<file path="src/rtl/riscv_tag_store_unit.sv">
// EX-stage tag writer: computes the store's destination tag and writes it to tag memory,
// stalling EX while the write is outstanding, and flags tainted store addresses.
module riscv_tag_store_unit #(
    parameter int unsigned ADDR_WIDTH = 32
) (
    input  logic                  clk,
    input  logic                  rst_n,
    input  logic                  ex_valid_i,
    input  logic                  is_store_i,
    input  logic                  enable_a_i,
    input  logic                  enable_b_i,
    input  logic                  check_en_i,
    input  logic [ADDR_WIDTH-1:0] addr_i,
    input  logic                  rs1_tag_i,
    input  logic                  rs2_tag_i,
    output logic                  ex_ready_o,
    output logic                  tag_exception_o,
    output logic                  tag_req_o,
    input  logic                  tag_gnt_i,
    output logic [ADDR_WIDTH-1:0] tag_addr_o,
    output logic                  tag_we_o,
    output logic                  tag_wdata_o,
    input  logic                  tag_rvalid_i,
    input  logic                  tag_err_i,
    output logic                  tag_bus_err_o
);

    typedef enum logic [1:0] {
        IDLE    = 2'd0,
        REQ     = 2'd1,
        WAIT_RV = 2'd2
    } state_t;

    state_t                  state;
    logic                    store_req;
    logic                    violation;
    logic                    tag_bit;
    logic [ADDR_WIDTH-1:0]   word_addr;

    assign store_req = ex_valid_i & is_store_i;
    assign violation = store_req & check_en_i & rs1_tag_i;
    assign tag_bit   = (enable_a_i & rs1_tag_i) | (enable_b_i & rs2_tag_i);
    assign word_addr = addr_i & ~ADDR_WIDTH'(3);

    // Every request is a write, so the write enable is the request flop itself.
    assign tag_we_o = tag_req_o;

    always_comb begin
        ex_ready_o      = 1'b1;
        tag_exception_o = 1'b0;
        case (state)
            IDLE: begin
                tag_exception_o = violation;
                ex_ready_o      = violation | ~store_req;
            end
            REQ:     ex_ready_o = tag_gnt_i;
            WAIT_RV: ex_ready_o = ~store_req;
            default: ex_ready_o = 1'b1;
        endcase
    end

    always_ff @(posedge clk or negedge rst_n) begin
        if (!rst_n) begin
            state         <= IDLE;
            tag_req_o     <= 1'b0;
            tag_addr_o    <= '0;
            tag_wdata_o   <= 1'b0;
            tag_bus_err_o <= 1'b0;
        end else begin
            tag_bus_err_o <= 1'b0;
            case (state)
                IDLE: begin
                    if (store_req && !violation) begin
                        state       <= REQ;
                        tag_req_o   <= 1'b1;
                        tag_addr_o  <= word_addr;
                        tag_wdata_o <= tag_bit;
                    end
                end
                REQ: begin
                    if (tag_gnt_i) begin
                        state     <= WAIT_RV;
                        tag_req_o <= 1'b0;
                    end
                end
                WAIT_RV: begin
                    if (tag_rvalid_i) begin
                        state         <= IDLE;
                        tag_bus_err_o <= tag_err_i;
                    end
                end
                default: begin
                    state     <= IDLE;
                    tag_req_o <= 1'b0;
                end
            endcase
        end
    end

endmodule

</file>
<file path="config.mk">
export PLATFORM = sky130hd
export DESIGN_NAME = riscv_tag_store_unit
export DESIGN_NICKNAME = d
export VERILOG_FILES = /design/src/rtl/riscv_tag_store_unit.sv
export SDC_FILE = /design/constraint.sdc
export NUM_CORES = 1
export LEC_CHECK = 0
export ABC_AREA = 1
export CORE_ASPECT_RATIO = 2
export CORE_MARGIN = 3
export CORE_UTILIZATION = 25
export DETAILED_ROUTE_END_ITERATION = 12
export GPL_ROUTABILITY_DRIVEN = 0
export PLACE_DENSITY = 0.61
export SYNTH_ARGS = -nofsm -noshare
export SYNTH_HDL_FRONTEND = slang
export SYNTH_SLANG_ARGS = --single-unit
</file>
<file path="constraint.sdc">
create_clock -name clk -period 1.73 [get_ports clk]
set_input_delay 0.519 -clock clk [delete_from_list [all_inputs] [get_ports clk]]
set_output_delay 0.519 -clock clk [all_outputs]
set_load 0.1 [all_outputs]
</file>
== Word level (Yosys, flattened, before mapping) ==
Cells that the tools add are included.

* Reductions and logical operators: 6
* Muxes and demuxes: 11
* Eq/ne operators: 5
* Bitwise logic cells: 9

{| class="wikitable"
|+ Operators by type and width
! operator !! number
|-
| 2-bit two-way mux || 3
|-
| 2-bit inequality test, second input constant || 3
|-
| 1-bit case mux with 3 select lines || 2
|-
| 2-bit case mux with 3 select lines || 1
|-
| 3-bit AND reduction || 2
|-
| 1-bit bitwise AND || 5
|-
| 1-bit two-way mux || 5
|-
| 2-bit by 1-bit == test with 1-bit output, second input constant || 1
|-
| 2-bit == test, second input constant || 1
|-
| 2-bit logical NOT || 1
|-
| 1-bit inverter || 2
|-
| 1-bit OR || 2
|-
| 2-bit AND reduction || 1
|-
| 1-bit logical AND || 1
|-
| 1-bit logical NOT || 1
|}

* Output and inout bits: 38
* Input bits: 44
* Flip-flop bits (word level): 35
* Word-level logic and storage cells: 36

== Longest topological paths before layout ==
Gate-level depths: netlist (run 1).

* Word-level depth: 7
* Depth in mapped cells: 6
* Gate-level depth less buffers: 5

== Least setup slack after synthesis (run 1) ==
No wires, ideal clock.

* Path type: in2out
* From: input ex_valid_i
* To: output tag_exception_o
* Required time: 1211 ps
* Buffers on the path: 1
* Path slack: -969 ps
* Stages: 5
* Arrival time: 2180 ps
* Path through: nand2_1 -> inv_2 -> buf_2 -> nand2_1 -> nor2_1

* Cells in the longest elaborated chain, start to end: 4

{| class="wikitable"
|+ Ends and longest elaborated chain
! element !! line !! source
|-
| from (decl) || 8 || <nowiki>input logic ex_valid_i,</nowiki>
|-
| 1-bit bitwise AND || 40 || <nowiki>assign store_req = ex_valid_i & is_store_i;</nowiki>
|-
| 1-bit bitwise AND (2 in a row) || 41 || <nowiki>assign violation = store_req & check_en_i & rs1_tag_i;</nowiki>
|-
| 1-bit two-way mux || 51 || <nowiki>case (state)</nowiki>
|-
| to (decl) || 17 || <nowiki>output logic tag_exception_o,</nowiki>
|}

No other way between the ends.

== Final worst setup path (run 1) ==
* From: register state[1]
* To: output ex_ready_o

* Cells in the longest elaborated chain, start to end: 2
* Elaborated cells on any way between the ends: 4
* Those cells by class: eq/ne (2); mux (1); reduce/logical (1)

{| class="wikitable"
|+ Ends and longest elaborated chain
! element !! line !! source
|-
| from (decl) || 34 || <nowiki>state_t state;</nowiki>
|-
| from (signal assigned) || 64 || <nowiki>state <= IDLE;</nowiki>
|-
| from (signal assigned) || 74 || <nowiki>state <= REQ;</nowiki>
|-
| from (signal assigned) || 82 || <nowiki>state <= WAIT_RV;</nowiki>
|-
| 2-bit == test, or another cell as far along || 51 ||
|-
| 1-bit case mux with 3 select lines (*) || 51 ||
|-
| to (decl) || 16 || <nowiki>output logic ex_ready_o,</nowiki>
|}

Mark *: on every way between the ends. The rest lies on a longest branch, timed or not.

==> flow_summary_export.csv, run 1 <==
group,metric,value,unit
clock_tree,clockRootBuffer,"clkbuf_16",
drt,vias_per_cell,4.66,
clock_tree,cts_buffers,5,
synth,syn-instance-count,172,
drt,finalWirelength,4720,um
timing,maxSlewViolCount,0,
drt,first_iter_violations,64,
layout,fill_cells,530,
clock_tree,clock_latency,270,ps
pwr,seqPwrFrac,22.8,%
setup_path,crit_path_start_kind,"register",
layout,finalCoreUtilization,50.8,%
synth,avgSynthCellArea,8.95,um^2
timing,timing.final.ws_setup,-44.0,ps
die,dieHeight,117,um
die,rows,39,
synth,netlist-cell-type-count,14,
run,cap_violations,0,
layout,multi_input_area,593,um^2
pwr,p_comb_share,60.3,%
layout,final_common_cell,"nand2_1",
drt,drtAntennaViolNets,0,
setup_path,cp.arrival,1260,ps
synth,synth_warnings,0,
layout,drive_gt1_share,28.1,%
global_routing,grt_pass1_wl,7470,um
drt,via_count,1476,
layout,layout_common_cells,"nand2_1, buf_12, clkdlybuf4s50_1",
global_routing,antenna_found_initial,0,
timing,rsz0062_at_grt,"true",
global_routing,grt_usage,14.2,%
layout,nNetsFinal,299,
clock_tree,htree_levels,2,
setup_path,worstPathRequired,1210,ps
timing,finalSetupViolations,2,
run_status,status,"finished, violations left",
pwr,p_switching,2.90,mW
pwr,ir_worst_vdd,1.03,mV
layout,final_cells,317,
timing,clock_skew,5.45,ps
clock_tree,clkSlewWorstSetupHoldPaths,50,ps
die,die_w,61.5,um
die,die-area,7200,um^2
setup_path,worstPathMaxFanout,4,
timing,hold_viol,0,
clock_tree,cts.sinks,35,
die,initial_core_util,26.3,%
pwr,clkPwrFrac,16.9,%
timing,fin_crit,1770,ps
place,dp_cells,307,
layout,area_growth,93.0,%
synth,ys_seq_area_share,56.9,%
clock_tree,hold_buffers,0,
place,portBuffers,77,
setup_path,crit_type,"register to primary output",
pwr,p_total,5.85,mW
setup_path,worst_setup_path_end_kind,"primary output",
global_routing,gr-total-overflow,0,
run_status,violations,"setup timing",
die,placeableCoreArea,5860,um^2
pwr,swShare,49.6,%
layout,seqCellArea,878,um^2
die,pin_count,82,
drt,wl_per_cell,14.9,um
worst_hold_path,hp-class,"primary input to asynchronous set/reset pin",
pwr,internal-power,2.95,mW
pwr,cellLeakagePower,1.42,nW
timing,fin_crit_sh,103,%
drt,drc,0,
synth,netlist_area,1540,um^2
place,post-dp-hpwl,3600,um
timing,timing.fmax,564,MHz
drt,dr.pass1.iters,4,
global_routing,grt_max_degree,28,
synth,ys_seq_elements,35,
clock_tree,cts_buffer_depth,2,
layout,num_antenna_cells,0,
global_routing,grt_pass1_vias,1583,
pwr,power-per-cell-area,1970,nW/um^2
clock_tree,cts_tree,"done",
==> worst max-delay path, cell delays in order (launching register included) <==
cell	delay, ps
dfrtp_2	450
inv_1	110
nor2_2	50
nor2_2	140
nand2_4	70
buf_12	160
==> synthesized netlist by cell type, drive strengths merged <==
| master | n | area, um^2 |
|---|---|---|
| nor2 | 7 | 33.8 |
| nand3 | 2 | 22.5 |
| inv | 3 | 11.3 |
| conb | 1 | 3.75 |
| dfrtp | 35 | 876 |
| buf | 15 | 104 |
| o21ai | 2 | 10.0 |
| nand2 | 76 | 285 |
| nand4 | 31 | 194 |
==> metrics by stage <==
stage / hold WS, ps / instance area (um^2) / setup WS (ps) / setup TNS (ps)
3_3_place_gp: 491 / 2790 / -395 / -3490
5_1_grt: 222 / 2970 / -108 / -176
4_1_cts: 203 / 2970 / -49.2 / -83.1
2_1_floorplan: 223 / 1580 / -118 / -118
3_5_place_dp: 499 / 2790 / -397 / -3820
6_report: 193 / 2970 / -44.0 / -65.6
==> power by group through the flow <==
| stage | combinational (mW) | clock [mW] | sequential [mW] |
|---|---|---|---|
| global route | 3.65 | 1.05 | 1.37 |
| floorplan | 0.507 | 0 | 2.92 |
| global placement | 3.51 | 0 | 1.34 |
| finish | 3.53 | 0.991 | 1.34 |
| detailed placement | 3.54 | 0 | 1.35 |
| CTS | 3.55 | 1.02 | 1.34 |
==> sequential cells by signal, summed over array words and instances, names as in the netlist <==
signal,cells
tag_addr_o,30
tag_bus_err_o,1
state,2
tag_req_o,1
tag_wdata_o,1
==> cell type report <==
class                      instances  share of cell area [%]
timing repair buffer              90                    42.0
sequential                        35                    29.5
multi-input combinational        120                    19.9
clock buffer                       7                    4.46
tap                               61                    2.57
clock inverter                     1                    1.01
inverter                           3                   0.463
==> metal layers <==
layer	GRT usage [%]	up-vias	part of all wire, %
met5	0	-	0
met4	6.09	0	2.1
met3	3.40	6	5.0
met2	26.3	46	58
met1	14.1	695	35
li1	-	729	-
==> cell families after synthesis <==
| logic type | synth area share [%] |
|---|---|
| buffers and inverters | 7.47 |
| DFF | 56.9 |
| AOI/OAI and AO/OA | 0.650 |
| and+or+nand+nor | 34.8 |
| other | 0.243 |
==> path summary, 6_finish.rpt <==
check                      slack [ps]           start              to  depth (start not counted)
setup reg to reg                  220        state[1]  tag_addr_o[24]                          6
hold / removal                    190           rst_n   tag_bus_err_o                          1
hold reg to reg                   530  tag_addr_o[21]  tag_addr_o[21]                          2
min in group clk                  530  tag_addr_o[21]  tag_addr_o[21]                          2
max in group asynchronous        1070           rst_n  tag_addr_o[14]                          2
setup / recovery                  -40        state[1]      ex_ready_o                          5
==> what timing repair did <==
item | 4_1_cts | 5_1_grt
setup buffers | 2 | 0
endpoints found under the setup margin | 2 | 2
pin swaps | 7 | 1
gates resized for setup | 19 | 1
No activity file was read; power rests on OpenSTA's default activity.
==> run 2, diff against run 1 <==
--- a/config.mk
+++ b/config.mk
@@ -7,7 +7,7 @@
 export LEC_CHECK = 0
 export ABC_AREA = 1
 export CORE_ASPECT_RATIO = 2
-export CORE_MARGIN = 3
+export CORE_MARGIN = 8
 export CORE_UTILIZATION = 25
 export DETAILED_ROUTE_END_ITERATION = 12
 export GPL_ROUTABILITY_DRIVEN = 0
==> run 2 against run 1 <==
  * The run still ends with setup timing left
  * Via count grew 1.1%
  * First-iteration DRC count is 16% lower
  * Setup slack got worse by 9.7 ps
==> flow_summary_export.csv, run 2 (same netlist as run 1, synthesis figures left out) <==
group,metric,value,unit
pwr,swShare,51.2,%
clock_tree,htree_levels,2,
place,portBuffers,77,
drt,vias_per_cell,4.72,
layout,finalCoreUtilization,49.2,%
pwr,cellLeakagePower,1.40,nW
layout,regMostFlops,"tag_addr_o",
clock_tree,clock_latency,280,ps
global_routing,antenna_found_initial,0,
layout,area_growth,91.7,%
clock_tree,cts_buffer_depth,2,
layout,drive_gt1_share,27.7,%
layout,layout_common_cells,"nand2_1, buf_12, clkdlybuf4s50_1",
global_routing,grt_pass1_wl,8600,um
die,pin_count,82,
die,placeableCoreArea,6010,um^2
setup_path,cp.arrival,1260,ps
clock_tree,cts_tree,"done",
drt,first_iter_violations,54,
setup_path,worstPathMaxFanout,2,
pwr,clkPwrFrac,14.8,%
place,place_ws,-386,ps
drt,wl_per_cell,16.3,um
timing,setup_tns,-103,ps
pwr,p_switching,2.93,mW
timing,finalSetupViolations,2,
run_status,violations,"setup timing",
timing,hold_viol,0,
setup_path,worst_setup_path_end_kind,"primary output",
layout,final_common_cell,"nand2_1",
pwr,p_total,5.72,mW
timing,fin_crit_sh,103,%
timing,timing.final.ws_setup,-53.7,ps
pwr,ir_worst_vdd,1.69,mV
global_routing,grt_usage,12.3,%
place,dpl_cell_area,2780,um^2
worst_hold_path,hp-class,"primary input to asynchronous set/reset pin",
layout,fill_cells,540,
setup_path,crit_type,"primary input to primary output",
pwr,seqPwrFrac,23.4,%
die,die_w,71.5,um
drt,finalWirelength,5140,um
layout,nNetsFinal,297,
setup_path,crit_path_start_kind,"primary input",
die,rows,40,
layout,reg_top3,"tag_addr_o x30, state x2",
run_status,status,"finished, violations left",
clock_tree,cts.sinks,35,
clock_tree,clkSlewWorstSetupHoldPaths,50,ps
setup_path,worstPathRequired,1210,ps
die,initial_core_util,25.6,%
global_routing,grt_pass1_vias,1633,
layout,num_antenna_cells,0,
pwr,power-per-cell-area,1940,nW/um^2
pwr,p_comb_share,61.8,%
timing,timing.fmax,561,MHz
die,die-area,9080,um^2
layout,multi_input_area,593,um^2
clock_tree,cts_buffers,5,
place,post-dp-hpwl,3920,um
drt,dr.pass1.iters,4,
clock_tree,hold_buffers,0,
timing,fin_hold_ws,188,ps
timing,clock_skew,2.84,ps
drt,drtAntennaViolNets,0,
layout,largest_register_ffs,30,
global_routing,grt_max_degree,29,
die,dieHeight,127,um
pwr,internal-power,2.79,mW
global_routing,gr-total-overflow,0,
place,dp_cells,307,
timing,fin_crit,1780,ps
run,cap_violations,0,
timing,maxSlewViolCount,0,
layout,layout.cell_area.non_filler,2950,um^2
timing,rsz0062_at_grt,"true",
drt,via_count,1492,
drt,drc,0,
layout,seqCellArea,880,um^2
layout,final_cells,316,
clock_tree,clockRootBuffer,"clkbuf_16",
-- run 2: power by group through the flow --
stage	logic, mW	registers, mW	clock network [mW]
2_1_floorplan	0.507	2.92	0
5_1_grt	3.65	1.38	0.914
3_5_place_dp	3.54	1.35	0
4_1_cts	3.56	1.34	0.876
3_3_place_gp	3.52	1.34	0
6_report	3.53	1.34	0.846
-- run 2: what timing repair did --
action / CTS / global route
buffers inserted: 2 / 0
resized for setup: 17 / 4
endpoints found under the setup margin: 2 / 9
pin swaps: 8 / 1
-- run 2: layer usage --
metal / up-vias / global-route usage, % / routed length (um)
met3: 8 / 3.61 / 290
met5: - / 0 / 0
li1: 725 / - / -
met1: 710 / 11.7 / 1800
met4: 0 / 7.27 / 158
met2: 49 / 22.3 / 2880
-- run 2: worst paths after layout --
kind	from	end	slack, ps	cells after the start
hold reg to reg	tag_addr_o[3]	tag_addr_o[3]	530	2
setup reg to reg	state[1]	tag_addr_o[13]	170	7
max in group asynchronous	rst_n	tag_addr_o[11]	1080	2
min in group clk	tag_addr_o[3]	tag_addr_o[3]	530	2
hold / removal	rst_n	tag_bus_err_o	190	1
setup / recovery	tag_gnt_i	ex_ready_o	-50	6
-- run 2: final cells by class --
type | instances | area share, %
Clock buffer | 7 | 4.49
Multi-Input combinational cell | 120 | 20.1
Timing Repair Buffer | 88 | 42.5
Sequential cell | 35 | 29.8
Tap cell | 63 | 2.67
Inverter | 3 | 0.466
-- run 2: worst max-delay path, stage by stage --
cell	delay (ps)
clkdlybuf4s15_2	220
nor2_4	120
nor2_1	50
nor2_2	120
nand2_4	70
buf_12	160
==> run 3, diff against run 2 <==
==> constraint.sdc (replaced) <==
create_clock -name clk -period 2.05 [get_ports clk]
set_input_delay 0.615 -clock clk [delete_from_list [all_inputs] [get_ports clk]]
set_output_delay 0.615 -clock clk [all_outputs]
set_load 0.1 [all_outputs]
==> run 3 against run 2 <==
  * The run now ends clean
  * Cell area down 0.25%
  * Routed wire length up 1.5%
  * Clock skew up 0.63 ps
  * Sequential power down 16%
  * Count of clock-buffer cells in the layout up 1
  * Critical path depth down 1
  * Highest routed layer unchanged
==> flow_summary_export.csv, run 3 (same netlist as run 1, synthesis figures left out) <==
group,metric,value,unit
layout,layout_common_cells,"nand2_1, buf_12, clkdlybuf4s50_1, dfrtp_1, nand4_1",
setup_path,crit_start,"rs1_tag_i",
layout,layout.cell_area.non_filler,2950,um^2
layout,nNetsFinal,302,
place,dpl_cell_area,2740,um^2
run,cap_violations,0,
setup_path,cp.arrival,1370,ps
global_routing,grt_max_degree,19,
die,die_w,71.5,um
layout,regMostFlops,"tag_addr_o",
place,post-dp-hpwl,4000,um
die,die-area,9080,um^2
clock_tree,clock_latency,280,ps
drt,via_count,1515,
pwr,power-per-cell-area,1660,nW/um^2
global_routing,antenna_found_initial,0,
timing,hold_viol,0,
timing,timing.fmax,504,MHz
layout,fill_cells,553,
drt,vias_per_cell,4.70,
layout,num_antenna_cells,0,
die,rows,40,
layout,drive_gt1_share,26.6,%
timing,fin_crit_sh,96.8,%
drt,first_iter_violations,55,
timing,finalSetupViolations,0,
global_routing,grt_pass1_vias,1639,
drt,drc,0,
drt,wl_per_cell,16.2,um
global_routing,grt_usage,12.0,%
die,dieHeight,127,um
run_status,status,"finished, final reports clean",
timing,setup_tns,0,ps
die,initial_core_util,25.6,%
layout,area_growth,91.2,%
setup_path,r2r_start,"state[0]",
global_routing,grt_pass1_wl,8450,um
pwr,cellLeakagePower,1.42,nW
global_routing,gr-total-overflow,0,
drt,drtAntennaViolNets,0,
timing,clock_skew,3.47,ps
place,portBuffers,77,
clock_tree,hold_buffers,0,
clock_tree,cts_buffer_depth,2,
setup_path,worst_setup_path_end_kind,"primary output",
setup_path,worstPathRequired,1430,ps
worst_hold_path,hp-class,"primary input to asynchronous set/reset pin",
layout,reg_top3,"tag_addr_o x30, state x2",
timing,maxSlewViolCount,0,
layout,largest_register_ffs,30,
clock_tree,clkSlewWorstSetupHoldPaths,50,ps
timing,rsz0062_at_grt,"false",
clock_tree,cts.sinks,35,
clock_tree,clockRootBuffer,"clkbuf_16",
pwr,ir_worst_vdd,1.02,mV
setup_path,crit_path_start_kind,"primary input",
die,pin_count,82,
layout,finalCoreUtilization,49.0,%
clock_tree,cts_buffers,5,
clock_tree,htree_levels,2,
die,placeableCoreArea,6010,um^2
setup_path,worstPathMaxFanout,3,
setup_path,crit_type,"primary input to primary output",
drt,finalWirelength,5210,um
layout,final_common_cell,"nand2_1",
timing,fin_crit,1980,ps
drt,dr.pass1.iters,4,
clock_tree,cts_tree,"done",
timing,fin_hold_ws,282,ps
## run 3: final cells by class
class                   count  area [um^2]  share of cell area [%]
clock buffers               8          156                    5.31
inverters                   3         11.3                   0.382
multi-input cells         120          571                    19.4
flip-flops and latches     35          876                    29.7
well taps                  63         78.8                    2.68
repair buffers             93         1250                    42.5
## run 3: power breakdown
part	total [mW]	switching, mW	internal, mW
Clock	0.792	0.275	0.517
Combinational	2.96	1.96	1.00
Sequential	1.13	0.234	0.895
Total	4.88	2.47	2.42
## run 3: metal layers
layer  global-route usage [%]  share of wire, %
met4                     5.82               2.0
met2                     22.1                58
met3                     3.68               5.9
met5                        0                 0
met1                     11.7                34
## run 3: path summary, 6_finish.rpt
path                                    to  slack, ps  cells after the start
max reg2reg                 tag_addr_o[20]        670                      6
max                        tag_exception_o         70                      5
max in group asynchronous   tag_addr_o[25]       1310                      2
min                          tag_addr_o[8]        280                      1
min in group clk            tag_addr_o[27]        530                      2
min reg2reg                 tag_addr_o[27]        530                      2
## run 3: per-stage QoR
| step | worst slack (ps) | cells | power (mW) |
|---|---|---|---|
| 2_1_floorplan | -81.4 | 173 | 2.88 |
| 3_3_place_gp | -238 | 308 | 4.08 |
| 3_5_place_dp | -240 | 308 | 4.11 |
| 4_1_cts | 14.7 | 321 | 4.92 |
| 5_1_grt | 1.48 | 322 | 5.07 |
| 6_report | 66.0 | 322 | 4.88 |
## run 3: critical path: stages
cell	delay (ps)
dlygate4sd2_1	230
nand2_2	70
buf_6	120
nor2_4	140
buf_12	180
## run 3: timing repair
| action | 4_1_cts | 5_1_grt |
|---|---|---|
| gates resized for setup | 8 | 3 |
| endpoints found under the hold margin | 0 | 0 |
| endpoints found under the setup margin | 2 | 1 |
| setup buffers | 5 | 1 |
| pin swaps | 7 | 5 |
